## src/rtl/oled_text_arbiter.sv

```systemverilog
// Two-requester, message-atomic, round-robin arbiter in front of the oledControl
// character port, with a stall watchdog that aborts and flushes a stuck message.
module oled_text_arbiter #(
   parameter int TIMEOUT_CYC = 2_000_000,
   parameter int TW          = 21
) (
   input  logic       clock,
   input  logic       reset,
   input  logic       req0_valid,
   input  logic [7:0] req0_data,
   input  logic       req0_last,
   output logic       req0_ready,
   input  logic       req1_valid,
   input  logic [7:0] req1_data,
   input  logic       req1_last,
   output logic       req1_ready,
   output logic [7:0] sendData,
   output logic       sendDataValid,
   input  logic       sendDone,
   output logic [1:0] grant,
   output logic       busy,
   output logic       msg_done,
   output logic       timeout_err,
   input  logic       err_clear
);

   typedef enum logic [1:0] {IDLE, WAIT_LOW, SEND, FLUSH} state_t;

   localparam logic          WD_ON   = (TIMEOUT_CYC != 0);
   localparam logic [TW-1:0] WD_LAST = (TIMEOUT_CYC == 0) ? '0 : TW'(TIMEOUT_CYC - 1);

   state_t        state_reg;
   logic          ptr_reg;
   logic [1:0]    grant_reg;
   logic [7:0]    send_data_reg;
   logic          send_valid_reg;
   logic [1:0]    ready_reg;
   logic          msg_done_reg;
   logic          timeout_err_reg;
   logic          busy_reg;
   logic          last_reg;
   logic [TW-1:0] wd_reg;

   // Granted requester's stream, selected by the one-hot grant.
   logic       g_valid;
   logic [7:0] g_data;
   logic       g_last;
   logic       g_ready;

   always_comb begin
      g_valid = grant_reg[1] ? req1_valid : req0_valid;
      g_data  = grant_reg[1] ? req1_data  : req0_data;
      g_last  = grant_reg[1] ? req1_last  : req0_last;
      g_ready = grant_reg[1] ? ready_reg[1] : ready_reg[0];
   end

   always_ff @(posedge clock or posedge reset) begin
      if (reset) begin
         state_reg       <= IDLE;
         ptr_reg         <= 1'b0;
         grant_reg       <= 2'b00;
         send_data_reg   <= 8'h00;
         send_valid_reg  <= 1'b0;
         ready_reg       <= 2'b00;
         msg_done_reg    <= 1'b0;
         timeout_err_reg <= 1'b0;
         busy_reg        <= 1'b0;
         last_reg        <= 1'b0;
         wd_reg          <= '0;
      end else begin
         ready_reg    <= 2'b00;
         msg_done_reg <= 1'b0;
         // A timeout raised below in the same cycle overrides this clear.
         if (err_clear)
            timeout_err_reg <= 1'b0;

         case (state_reg)
            IDLE: begin
               if (req0_valid || req1_valid) begin
                  if (ptr_reg ? req1_valid : !req0_valid)
                     grant_reg <= 2'b10;
                  else
                     grant_reg <= 2'b01;
                  busy_reg  <= 1'b1;
                  state_reg <= WAIT_LOW;
               end
            end

            WAIT_LOW: begin
               if (!sendDone && g_valid) begin
                  send_data_reg  <= g_data;
                  send_valid_reg <= 1'b1;
                  last_reg       <= g_last;
                  wd_reg         <= '0;
                  state_reg      <= SEND;
               end
            end

            SEND: begin
               if (sendDone) begin
                  send_valid_reg <= 1'b0;
                  ready_reg      <= grant_reg;
                  if (last_reg) begin
                     msg_done_reg <= 1'b1;
                     ptr_reg      <= !grant_reg[1];
                     grant_reg    <= 2'b00;
                     busy_reg     <= 1'b0;
                     state_reg    <= IDLE;
                  end else begin
                     state_reg <= WAIT_LOW;
                  end
               end else if (WD_ON && wd_reg == WD_LAST) begin
                  // Abort: the in-flight byte is discarded and the rest flushed.
                  send_valid_reg  <= 1'b0;
                  timeout_err_reg <= 1'b1;
                  ready_reg       <= grant_reg;
                  if (last_reg) begin
                     ptr_reg   <= !grant_reg[1];
                     grant_reg <= 2'b00;
                     busy_reg  <= 1'b0;
                     state_reg <= IDLE;
                  end else begin
                     state_reg <= FLUSH;
                  end
               end else if (wd_reg != '1) begin
                  wd_reg <= wd_reg + 1'b1;
               end
            end

            FLUSH: begin
               // The cycle after a ready pulse is skipped so the requester can advance.
               if (g_valid && !g_ready) begin
                  ready_reg <= grant_reg;
                  if (g_last) begin
                     ptr_reg   <= !grant_reg[1];
                     grant_reg <= 2'b00;
                     busy_reg  <= 1'b0;
                     state_reg <= IDLE;
                  end
               end
            end

            default: state_reg <= IDLE;
         endcase
      end
   end

   assign req0_ready    = ready_reg[0];
   assign req1_ready    = ready_reg[1];
   assign sendData      = send_data_reg;
   assign sendDataValid = send_valid_reg;
   assign grant         = grant_reg;
   assign busy          = busy_reg;
   assign msg_done      = msg_done_reg;
   assign timeout_err   = timeout_err_reg;

endmodule

```

## config.mk

```make
export PLATFORM = sky130hd
export DESIGN_NAME = oled_text_arbiter
export DESIGN_NICKNAME = d
export VERILOG_FILES = /design/src/rtl/oled_text_arbiter.sv
export SDC_FILE = /design/constraint.sdc
export NUM_CORES = 1
export LEC_CHECK = 0
export ABC_AREA = 1
export BUFFER_PORTS_ARGS = -buffer_cell sky130_fd_sc_hd__buf_4
export CAP_MARGIN = 20
export CORE_MARGIN = 2
export CORE_UTILIZATION = 45
export CTS_CLUSTER_SIZE = 10
export DETAILED_ROUTE_END_ITERATION = 6
export HOLD_SLACK_MARGIN = 0.08
export PLACE_DENSITY = 0.66
export RECOVER_POWER = 100
export SLEW_MARGIN = 20
export SYNTH_ARGS = -nofsm -noshare
export SYNTH_HDL_FRONTEND = slang
export SYNTH_SLANG_ARGS = --single-unit
```

## constraint.sdc

```tcl
create_clock -name clock -period 2.4 [get_ports clock]
set_clock_uncertainty 0.05 [all_clocks]
set_input_delay 0.12 -clock clock [delete_from_list [all_inputs] [get_ports clock]]
set_output_delay 0.12 -clock clock [all_outputs]
set_load 0.005 [all_outputs]
```

Word-level counts from Yosys, hierarchy flattened. Cells that the tools add are included.

Add/sub/neg operators: 1. Equality and inequality tests: 13. Multiplexer cells: 53. Reduce and logical (&&, ||, !) cells: 17.

Operator list (number): 2-to-1 mux 21 bit (4); one-hot mux 21 bit (2 select lines) (1); 2-to-1 mux 2 bit (15); 2-to-1 mux 1 bit (26); adder 21 x 1 -> 21 bit (second input constant) (1); == test 21 bit (second input constant) (1); inequality test 21 bit (second input constant) (1); AND reduction 5 bit (3); inequality test 2 bit (second input constant) (7); 2-to-1 mux 8 bit (1); one-hot mux 2 bit (4 select lines) (1); one-hot mux 2 bit (3 select lines) (1); == test 2 bit (second input constant) (2); logical NOT 1 bit (4); one-hot mux 1 bit (2 select lines) (2); one-hot mux 2 bit (2 select lines) (1); AND reduction 4 bit (1); nonzero test 2 bit (2); inequality test 3 bit (second input constant) (1); one-hot mux 1 bit (3 select lines) (1); AND reduction 3 bit (1); nonzero test 3 bit (1); == test 2 x 1 -> 1 bit (second input constant) (1); logical AND 1 bit (2); 3 further kinds (3).

Flip-flop bits (word level): 41. Output and inout bits: 16. Logic and storage cells: 95. Bits of input ports: 24.

Logic depth before layout (Yosys ltp). Gate-level depths: netlist (run 1).

Depth in word-level cells: 5. Depth in mapped cells: 10. Gate-level depth less buffers: 10.

Worst setup path after synthesis (run 1). Ideal clock, no wire load.

Path kind: register to register. Start point: register wd_reg[0]. End point: register wd_reg[0]. Data arrival time: 1506 ps. Setup slack: 722 ps. Clock period less this slack: 1678 ps. Path buffers: 1. Data required time: 2228 ps. Stages on the path, launching flop included: 8. Library setup time: 122 ps. Cells stage by stage: dfrtp_1 -> ha_1 -> nand3_2 -> nor2_1 -> nand3_2 -> nand4_4 -> buf_8 -> o21ai_2.

Longest elaborated chain between the ends: 5.

RTL lines: start: declaration (line 42) `logic [TW-1:0] wd_reg;`; start signal: assignment (line 126) `wd_reg <= wd_reg + 1'b1;`; adder 21 x 1 -> 21 bit (line 126); 2-to-1 mux 21 bit (line 125) `end else if (wd_reg != '1) begin`; 2-to-1 mux 21 bit (line 112) `end else if (WD_ON && wd_reg == WD_LAST) begin`; 2-to-1 mux 21 bit (line 100) `if (sendDone) begin`; one-hot mux 21 bit (2 select lines) (line 77) `case (state_reg)`.

Parallel ways exist; a longest one is shown, timed or not. The select of a mux whose other input is x is not followed. A chain may end at the register's enable or synchronous reset.

Worst setup path in the final report (run 1).
Start point: register wd_reg[0]. End point: register state_reg[1].

Longest elaborated chain between the ends: 3.

RTL lines: == test 21 bit (line 112); inequality test 3 bit (no source line); AND reduction 5 bit (no source line); end signal: assignment (line 110) `state_reg <= WAIT_LOW;`; end signal: assignment (line 121) `state_reg <= IDLE;`; end signal: assignment (line 123) `state_reg <= FLUSH;`; end: declaration (line 32) `state_t state_reg;`.

No other way between the ends.

==> flow_summary.yaml, run 1 <==
setup_path:
  slowest_delay_ns: 0.43
  critPathRequiredTime_ns: 2.52
  critPathLaunchType: "flip-flop"
  path_class: "reg2reg"
  crit_family: "simple AND/OR/NAND/NOR gates"
  arrival_ns: 2.11
  critPathSlowestCell: "dfrtp_1"
  critPathBufInv: 0
  end_kind: "flip-flop"
  crit_path_cell_trace: "ha_1, nand3_1, nor2_1, nand3_1, nand2_2, nand2_1, nand2_1, o21ai_0"
  path_max_fanout: 8
layout:
  area_growth_pct: 16.84
  drive_above_1_share: 0.1588
  fillers: 557
  diodes: 0
  layout.nets: 427
  largest_register_ffs: 21
logic_synthesis:
  synth_common_cells: "118 x nand2_1, 60 x nor2_1, 41 x dfrtp_1"
  yosysMostFrequentCell: "nand2_1"
  ys.flop_type: "dfrtp_1"
  synth_fa_ha_area_frac: 0.004854
  synth-xor-area-share: 0.03398
  synth-edff-count: 0
  syn_inst: 356
  synth.top_cells.by_area: "dfrtp_1 40%, nand2_1 17%, nor2_1 8.7%"
  yosys.area.top_type: "dfrtp_1"
  synth-simple-area-share: 0.3796
  ys_seq_elements: 41
  syn_nets: 381
  synth_compound_area_frac: 0.1097
  synth_top_family_by_area: "simple AND/OR/NAND/NOR gates"
  async_flop_share: 1.000
  yosys_warnings: 0
  synth_mux_area_frac: 0
  synth_area_um2: 2577
  synth.distinct_cells: 33
  seq_area_frac_synth: 0.3981
  avgSynthCellArea_um2: 7.240
  yosysTopAreaCellShare: 0.3981
power:
  pwr_density_cell_nw_per_um2: 782.7
  power.switching_uw: 825.7
  switching_share: 0.3503
  leakage_uw: 0.001389
  clkPwrFrac: 0.241
  power_frac_comb: 0.359
  seqPwrFrac: 0.401
  p_int_uw: 1532
  ir_worst_vdd_mv: 0.6250
placed_design:
  pre_cts_ws_ns: 0.4318
  place_hpwl_um: 4600
  io_buffer_count: 39
  gp_congestion: 0.9225
sta:
  finalCriticalPeriod_ns: 1.994
  tightest_slew_ns: 0.9048
  drv_slew: 0
  setup_tns_ns: 0
  slew_headroom: 0.3931
  layout_setup_ws_ns: 0.4061
  fmax_ghz: 0.5015
  hold_violations: 0
  rsz0062_at_grt: "no"
  finalCritPeriodShare: 0.8308
  setup_viol: 0
clock_tree:
  cts_tree: "built"
  cts_made_buffers: 5
  ctsHtreeMaxLevel: 2
  clock_latency_ns: 0.28
  cts.sink_count: 41
  postCtsResizedCells: 0
  clk_pin_slew_worst_paths_ns: 0.08
  clockBufferDepth: 2
  clockRootBuffer: "clkbuf_8"
drt:
  vias: 2369
  drt_pre_antenna_iters: 4
  wl_um: 5998
  drt_iter0_markers: 146
  ant_nets: 0
  wl_per_cell_um: 12.63
  drc: 0
  vias_per_cell: 4.987
grt:
  antenna_found_initial: 0
  grt_max_degree: 27
  grt-ovfl-total: 0
  grt_usage: 0.1989
  grt_pass1_vias: 2143
  grt_pass1_wl_um: 10030
worst_hold_path:
  hp-class: "in2reg"
floorplan:
  core_area_um2: 5507
  die_y_um: 79.68
  dieArea_um2: 6349
  pin_count: 40
  rows: 27
  start_util: 0.4681
  die_w_um: 79.68
run:
  drv_cap: 0
run_status:
  status: "complete, no violations"
## kinds of logic (layout without fill, tap and decap cells)
family	Yosys count	after routing
flops	41	41
simple gates	224	224
fa+ha+maj	1	1
xor+xnor	10	10
buf+inv	39	86
compound gates	41	41
## power by group through the flow
stage / clock network [uW] / logic, uW / registers, uW
global placement: 0 / 872 / 955
global route: 610 / 967 / 966
floorplan: 0 / 585 / 958
detailed placement: 0 / 889 / 961
finish: 567 / 845 / 945
CTS: 585 / 896 / 950
## layer usage
metal / share of wire / wire [um] / track usage / vias to the layer above
li1: - / - / - / 1223
met1: 0.49 / 2915 / 0.2850 / 1098
met2: 0.47 / 2795 / 0.3160 / 42
met3: 0.038 / 230 / 0.03394 / 6
met4: 0.0092 / 55 / 0.04138 / 0
met5: 0 / 0 / 0 / -
## layout by cell type, fill, tap and decap left out, types with 2 or more instances in the layout
cell type | synthesis | routed
inv_2 | 2 | 2
nand2_4 | 2 | 2
nor3_1 | 2 | 2
o21ai_0 | 10 | 28
clkbuf_8 | 0 | 6
clkbuf_4 | 0 | 16
xnor2_1 | 3 | 3
buf_4 | 0 | 25
or2_2 | 3 | 3
dfrtp_1 | 41 | 41
nand2_1 | 118 | 118
nand4_2 | 2 | 2
nor2_2 | 3 | 3
dlygate4sd3_1 | 0 | 4
nor2_1 | 60 | 60
nand4_1 | 3 | 3
inv_1 | 29 | 28
o31ai_1 | 8 | 8
nand3_1 | 25 | 26
clkbuf_1 | 1 | 3
xor2_1 | 7 | 7
## layout make-up
cell class | count | area, um2 | share of cell area
Sequential cell | 41 | 1026 | 0.3407
Clock buffer | 7 | 86.33 | 0.02867
Clock inverter | 1 | 30.03 | 0.009971
Timing Repair Buffer | 47 | 355.3 | 0.1180
Tap cell | 72 | 90.09 | 0.02991
Multi-Input combinational cell | 276 | 1308 | 0.4341
Inverter | 31 | 116.4 | 0.03864
## what timing repair did
| action | 4_1_cts | 5_1_grt |
|---|---|---|
| buffers inserted | 0 | 0 |
| hold buffers | 4 | 0 |
| endpoints found under the hold margin | 28 | 0 |
## worst paths after layout
kind | from | to | slack [ns] | cells past startpoint
min | req0_data[7] | sendData[7]$_DFFE_PP0P_ | 0.09 | 3
min in group asynchronous | reset | sendData[2]$_DFFE_PP0P_ | 0.43 | 3
min reg2reg | busy$_DFFE_PP0P_ | busy$_DFFE_PP0P_ | 0.43 | 2
max reg2reg | wd_reg[0]$_DFFE_PP0P_ | state_reg[1]$_DFFE_PP0P_ | 0.41 | 8
max in group asynchronous | reset | wd_reg[3]$_DFFE_PP0P_ | 0.67 | 4
max | wd_reg[0]$_DFFE_PP0P_ | state_reg[1]$_DFFE_PP0P_ | 0.41 | 8
## worst reg2reg max path: cells and delay by family (launching register included)
kind                       cells  cell delay, ns
AOI/OAI and AO/OA              1            0.08
adders and majority gates      1            0.27
DFF                            1            0.43
and+or+nand+nor                6            1.04
## through the flow
stage	power [uW]	util	std cells	hold WS (ns)	cell area [um2]
global route	2542	0.5469	475	0.08696	3012
global placement	1827	0.5297	463	0.2112	2917
finish	2357	0.5469	475	0.08674	3012
floorplan	1543	-	356	0.1690	2577
detailed placement	1850	0.5297	463	0.2071	2917
CTS	2431	0.5581	475	0.08198	3073
Power figures use the tool's default switching activity.
==> run 2, diff against run 1 <==
--- a/config.mk
+++ b/config.mk
@@ -13,7 +13,7 @@
 export CTS_CLUSTER_SIZE = 10
 export DETAILED_ROUTE_END_ITERATION = 6
 export HOLD_SLACK_MARGIN = 0.08
-export PLACE_DENSITY = 0.66
+export PLACE_DENSITY = 0.68
 export RECOVER_POWER = 100
 export SLEW_MARGIN = 20
 export SYNTH_ARGS = -nofsm -noshare
==> constraint.sdc (replaced) <==
create_clock -name clock -period 1.65 [get_ports clock]
set_clock_uncertainty 0.05 [all_clocks]
set_input_delay 0.0825 -clock clock [delete_from_list [all_inputs] [get_ports clock]]
set_output_delay 0.0825 -clock clock [all_outputs]
set_load 0.005 [all_outputs]
==> run 2 against run 1 <==
Compared with the run above:
- routed wire length increased by 27%
- via count increased by 17%
- sequential power increased by 46%
- worst setup slack got worse by 0.40 ns
- first-iteration DRC count increased by 35%
- flip-flop and latch count unchanged
- total power increased by 69%
- design area increased by 25%
- utilization increased by 14 points
- global-route usage increased by 3.1 points
- critical endpoint is now wd_reg[19]$_DFFE_PP0P_
==> flow_summary.yaml, run 2 (synthesized netlist as in run 1, its figures left out) <==
run_status:
  status: "complete, no violations"
setup_path:
  end_kind: "flip-flop"
  critPathSlowestCell: "dfrtp_1"
  path_class: "reg2reg"
  arrival_ns: 1.83
  critPathRequiredTime_ns: 1.83
  crit_path_cell_trace: "ha_4, inv_2, nor2_4, nand2_2, nor2_4, nand4_4, buf_6, nand3_4, nand2_1, o21ai_1"
  path_max_fanout: 6
  r2r_slack_ns: 0.002
  crit_top_cell: "nor2_4"
  critPathBufInv: 2
  crit_family: "simple AND/OR/NAND/NOR gates"
  critPathLaunchType: "flip-flop"
  slowest_delay_ns: 0.41
sta:
  finalCriticalPeriod_ns: 1.648
  drv_slew: 0
  hold_violations: 0
  tightest_slew_ns: 0.6866
  fmax_ghz: 0.6067
  layout_setup_ws_ns: 0.001713
  slew_headroom: 0.5423
  rsz0062_at_grt: "yes"
  setup_viol: 0
  finalCritPeriodShare: 0.9990
grt:
  antenna_found_initial: 0
  use_met3: 0.03394
  grt-ovfl-total: 0
  grt.busiest_layer: "met2"
  grt_use_met2: 0.3739
  use_met1: 0.3177
  grt_max_degree: 27
  grt_usage: 0.2301
  grt_pass1_wl_um: 11360
  grt_pass1_vias: 2460
power:
  pwr_density_cell_nw_per_um2: 1061
  power_frac_comb: 0.443
  switching_share: 0.3729
  power_uw: 3988
  p_int_uw: 2501
  power.switching_uw: 1487
  ir_worst_vdd_mv: 0.9989
  seqPwrFrac: 0.346
  leakage_uw: 0.001695
  clkPwrFrac: 0.211
floorplan:
  pin_count: 40
  core_area_um2: 5507
  rows: 27
  die_w_um: 79.68
  start_util: 0.4681
  dieArea_um2: 6349
  die_y_um: 79.68
placed_design:
  gp_congestion: 0.9335
  place_hpwl_um: 4640
  io_buffer_count: 39
  dpl-instance-area_um2: 3104
  pre_cts_ws_ns: -0.04447
layout:
  fin_area_um2: 3759
  diodes: 0
  largest_register_ffs: 21
  layout_common_cells: "111 x nand2_1, 51 x nor2_1, 51 x buf_4"
  area_growth_pct: 45.83
  drive_above_1_share: 0.3450
  final_common_cell: "nand2_1"
  layout.nets: 482
clock_tree:
  cts_made_buffers: 5
  cts.sink_count: 41
  clockRootBuffer: "clkbuf_8"
  clock_latency_ns: 0.30
  clockBufferDepth: 2
  clk_pin_slew_worst_paths_ns: 0.09
  cts_tree: "built"
  ctsHtreeMaxLevel: 2
drt:
  vias_per_cell: 5.236
  vias: 2775
  ant_nets: 0
  wl_per_cell_um: 14.39
  wl_um: 7625
  drc: 0
  drt_pre_antenna_iters: 5
  drt_iter0_markers: 197
worst_hold_path:
  hp-class: "in2reg"
run:
  drv_cap: 0
-- run 2: cell types whose count changed in the layout (fill, tap and decap cells not counted), sizes merged --
cell         change
inv              +1
dlygate4sd3     +15
clkinvlp         +1
buf             +35
nand3            +3
-- run 2: path summary, 6_finish.rpt --
check                                            from                 endpoint  cells after the start
worst max-delay path            wd_reg[0]$_DFFE_PP0P_   wd_reg[19]$_DFFE_PP0P_                     10
min in group asynchronous                       reset  sendData[2]$_DFFE_PP0P_                      4
worst min register to register       busy$_DFFE_PP0P_         busy$_DFFE_PP0P_                      2
worst min-delay path                         sendDone       msg_done$_DFF_PP0_                      3
worst max register to register  wd_reg[0]$_DFFE_PP0P_   wd_reg[19]$_DFFE_PP0P_                     10
max in group asynchronous                       reset    wd_reg[3]$_DFFE_PP0P_                      5
-- run 2: per-stage QoR --
stage            util  hold WS [ns]  setup TNS [ns]  instances
6_report       0.6826        0.1257               0        530
5_1_grt        0.6826        0.1355         -0.9961        530
4_1_cts        0.6346       0.09586        -0.03563        519
3_5_place_dp   0.5637        0.1243         -0.4757        486
3_3_place_gp   0.5637        0.1227       -0.004361        486
2_1_floorplan       -        0.1315               0        356
-- run 2: timing repair --
action,4_1_cts,5_1_grt
cloned,2,1
resized for setup,9,55
setup endpoints to repair,27,29
hold buffers,19,0
pin swaps,4,14
hold endpoints to repair,35,0
buffers inserted,4,10
-- run 2: worst min-delay path, stage by stage --
cell	delay [ns]
buf_4	0.10
inv_1	0.18
nor3_1	0.08
-- run 2: area by class of cell --
class | count | area, um2
fillers | 434 | 1748
multi-input cells | 279 | 1562
flip-flops and latches | 41 | 1040
repair buffers | 99 | 835.8
inverters | 31 | 116.4
well taps | 72 | 90.09
clock buffers | 5 | 68.82
clock inverters | 3 | 46.29
-- run 2: metal layers --
metal	wire length [um]	vias up
met1	3165	1304
met5	0	-
met2	3835	98
li1	-	1348
met4	198	0
met3	426	25
-- run 2: power by group through the flow --
stage	Clock (uW)	Sequential [uW]	Combinational, uW
after floorplan	0	1390	851
after global placement	0	1370	1410
after detailed placement	0	1380	1440
after CTS	859	1370	1550
after global routing	895	1410	1950
final	841	1380	1770
==> run 3, diff against run 2 <==
--- a/config.mk
+++ b/config.mk
@@ -8,7 +8,6 @@
 export ABC_AREA = 1
 export BUFFER_PORTS_ARGS = -buffer_cell sky130_fd_sc_hd__buf_4
 export CAP_MARGIN = 20
-export CORE_MARGIN = 2
 export CORE_UTILIZATION = 45
 export CTS_CLUSTER_SIZE = 10
 export DETAILED_ROUTE_END_ITERATION = 6
==> run 3 against run 2 <==
Compared with the run above:
- final cell count grew 1.5%
- sequential power barely moved
- clock-buffer cell count up 2
- die area fell by 5.0%
- via count decreased by 0.79%
- hold slack got worse by 0.052 ns
- sequential share of layout area fell by 0.48 points
- clock power up 1%
- non-clock buffer count grew 8
- routed wire length increased by 0.31%
- critical endpoint unchanged
==> flow_summary.yaml, run 3 (synthesized netlist as in run 1, its figures left out) <==
run_status:
  status: "complete, no violations"
placed_design:
  place_hpwl_um: 4710
  gp_congestion: 0.9177
  io_buffer_count: 39
  pre_cts_ws_ns: -0.04038
  dpl-instance-area_um2: 3149
setup_path:
  critPathBufInv: 2
  crit_path_cell_trace: "nand2_1, inv_1, nand2_1, nor2_1, nand4_4, buf_6, nand3_4, nand2_1, o21ai_0"
  crit_top_cell: "nand2_1"
  end_kind: "flip-flop"
  path_class: "reg2reg"
  critPathLaunch: "wd_reg[16]$_DFFE_PP0P_"
  path_max_fanout: 6
  critPathLaunchType: "flip-flop"
  critPathSlowestCell: "dfrtp_1"
  slowest_delay_ns: 0.44
  arrival_ns: 1.81
  critPathRequiredTime_ns: 1.82
  crit_family: "simple AND/OR/NAND/NOR gates"
  worstReg2RegStart: "wd_reg[16]$_DFFE_PP0P_"
sta:
  finalCriticalPeriod_ns: 1.645
  slew_headroom: 0.5322
  rsz0062_at_grt: "yes"
  layout_setup_ws_ns: 0.004573
  fmax_ghz: 0.6077
  finalCritPeriodShare: 0.9972
  holdWs_ns: 0.07328
  drv_slew: 0
  setup_tns_ns: 0
  tightest_slew_ns: 0.6974
  setup_viol: 0
  hold_violations: 0
layout:
  register_area_um2: 1033
  largest_register_ffs: 21
  layout_common_cells: "111 x nand2_1, 61 x buf_4, 49 x nor2_1"
  final_common_cell: "nand2_1"
  diodes: 0
  fillers: 440
  drive_above_1_share: 0.3562
  layout.nets: 490
  fin_area_um2: 3802
  area_growth_pct: 47.52
  multi_input_area_um2: 1568
power:
  ir_worst_vdd_mv: 0.9495
  leakage_uw: 0.001730
  pwr_density_cell_nw_per_um2: 1092
drt:
  drc: 0
  drt_iter0_markers: 197
  vias_per_cell: 5.117
  drt_pre_antenna_iters: 4
  vias: 2753
  wl_um: 7649
  wl_per_cell_um: 14.22
  ant_nets: 0
floorplan:
  dieArea_um2: 6034
  die_w_um: 77.68
  start_util: 0.4681
  rows: 27
  core_area_um2: 5507
  die_y_um: 77.68
  pin_count: 40
clock_tree:
  clockBufferDepth: 2
  cts.sink_count: 41
  ctsHtreeMaxLevel: 2
  clock_latency_ns: 0.30
  clk_pin_slew_worst_paths_ns: 0.08
  cts_tree: "built"
  cts_made_buffers: 5
  clockRootBuffer: "clkbuf_8"
grt:
  grt-ovfl-total: 0
  grt_usage: 0.2516
  grt_max_degree: 20
  antenna_found_initial: 0
  grt_pass1_vias: 2475
  grt_pass1_wl_um: 11760
worst_hold_path:
  hp-class: "in2reg"
  hp-start: "req1_last"
run:
  drv_cap: 0
[run 3: changes by cell type in the layout (fill, tap and decap cells not counted), sizes merged]
cell and change:
clkinvlp -1, inv -1, clkbuf +3, buf +8
dlygate4sd3 -1
[run 3: cell type report]
| cell class | instances | area share |
|---|---|---|
| Multi-Input combinational cell | 279 | 0.4123 |
| Sequential cell | 41 | 0.2718 |
| Timing Repair Buffer | 107 | 0.2310 |
| Inverter | 31 | 0.03060 |
| Tap cell | 72 | 0.02369 |
| Clock buffer | 7 | 0.02270 |
| Clock inverter | 1 | 0.007897 |
[run 3: per-layer routing]
| metal | share of wire | vias up | GRT usage |
|---|---|---|---|
| li1 | - | 1367 | - |
| met1 | 0.44 | 1278 | 0.3363 |
| met2 | 0.49 | 90 | 0.4044 |
| met3 | 0.048 | 18 | 0.04588 |
| met4 | 0.022 | 0 | 0.09434 |
| met5 | 0 | - | 0 |
[run 3: final timing paths]
check / to / slack, ns / depth (start not counted)
max in group asynchronous: wd_reg[2]$_DFFE_PP0P_ / 0.44 / 4
hold reg to reg: busy$_DFFE_PP0P_ / 0.43 / 2
setup reg to reg: wd_reg[19]$_DFFE_PP0P_ / 0.005 / 9
setup / recovery: wd_reg[19]$_DFFE_PP0P_ / 0.005 / 9
min in group asynchronous: state_reg[1]$_DFFE_PP0P_ / 0.31 / 3
hold / removal: last_reg$_DFFE_PP0P_ / 0.07 / 3
[run 3: worst min-delay path: cells and delay by family]
family / cells / cell delay [ns]
buffers and inverters: 1 / 0.08
AOI/OAI and AO/OA: 2 / 0.22
[run 3: stage by stage]
stage	instances	total power, uW	util
4_1_cts	521	3849	0.6374
6_report	538	4153	0.6905
2_1_floorplan	356	2244	-
3_3_place_gp	492	2857	0.5719
3_5_place_dp	492	2885	0.5719
5_1_grt	538	4421	0.6905
[run 3: report_power, final]
| group | internal (uW) | switching [uW] |
|---|---|---|
| Clock | 494 | 358 |
| Sequential | 1220 | 149 |
| Combinational | 941 | 990 |
[run 3: what timing repair did]
item	in CTS	in global routing
gates cloned	1	2
pin swaps	2	19
setup buffers	2	15
endpoints found under the hold margin	26	0
setup endpoints to repair	27	28
resized for setup	8	50
hold buffers	18	0
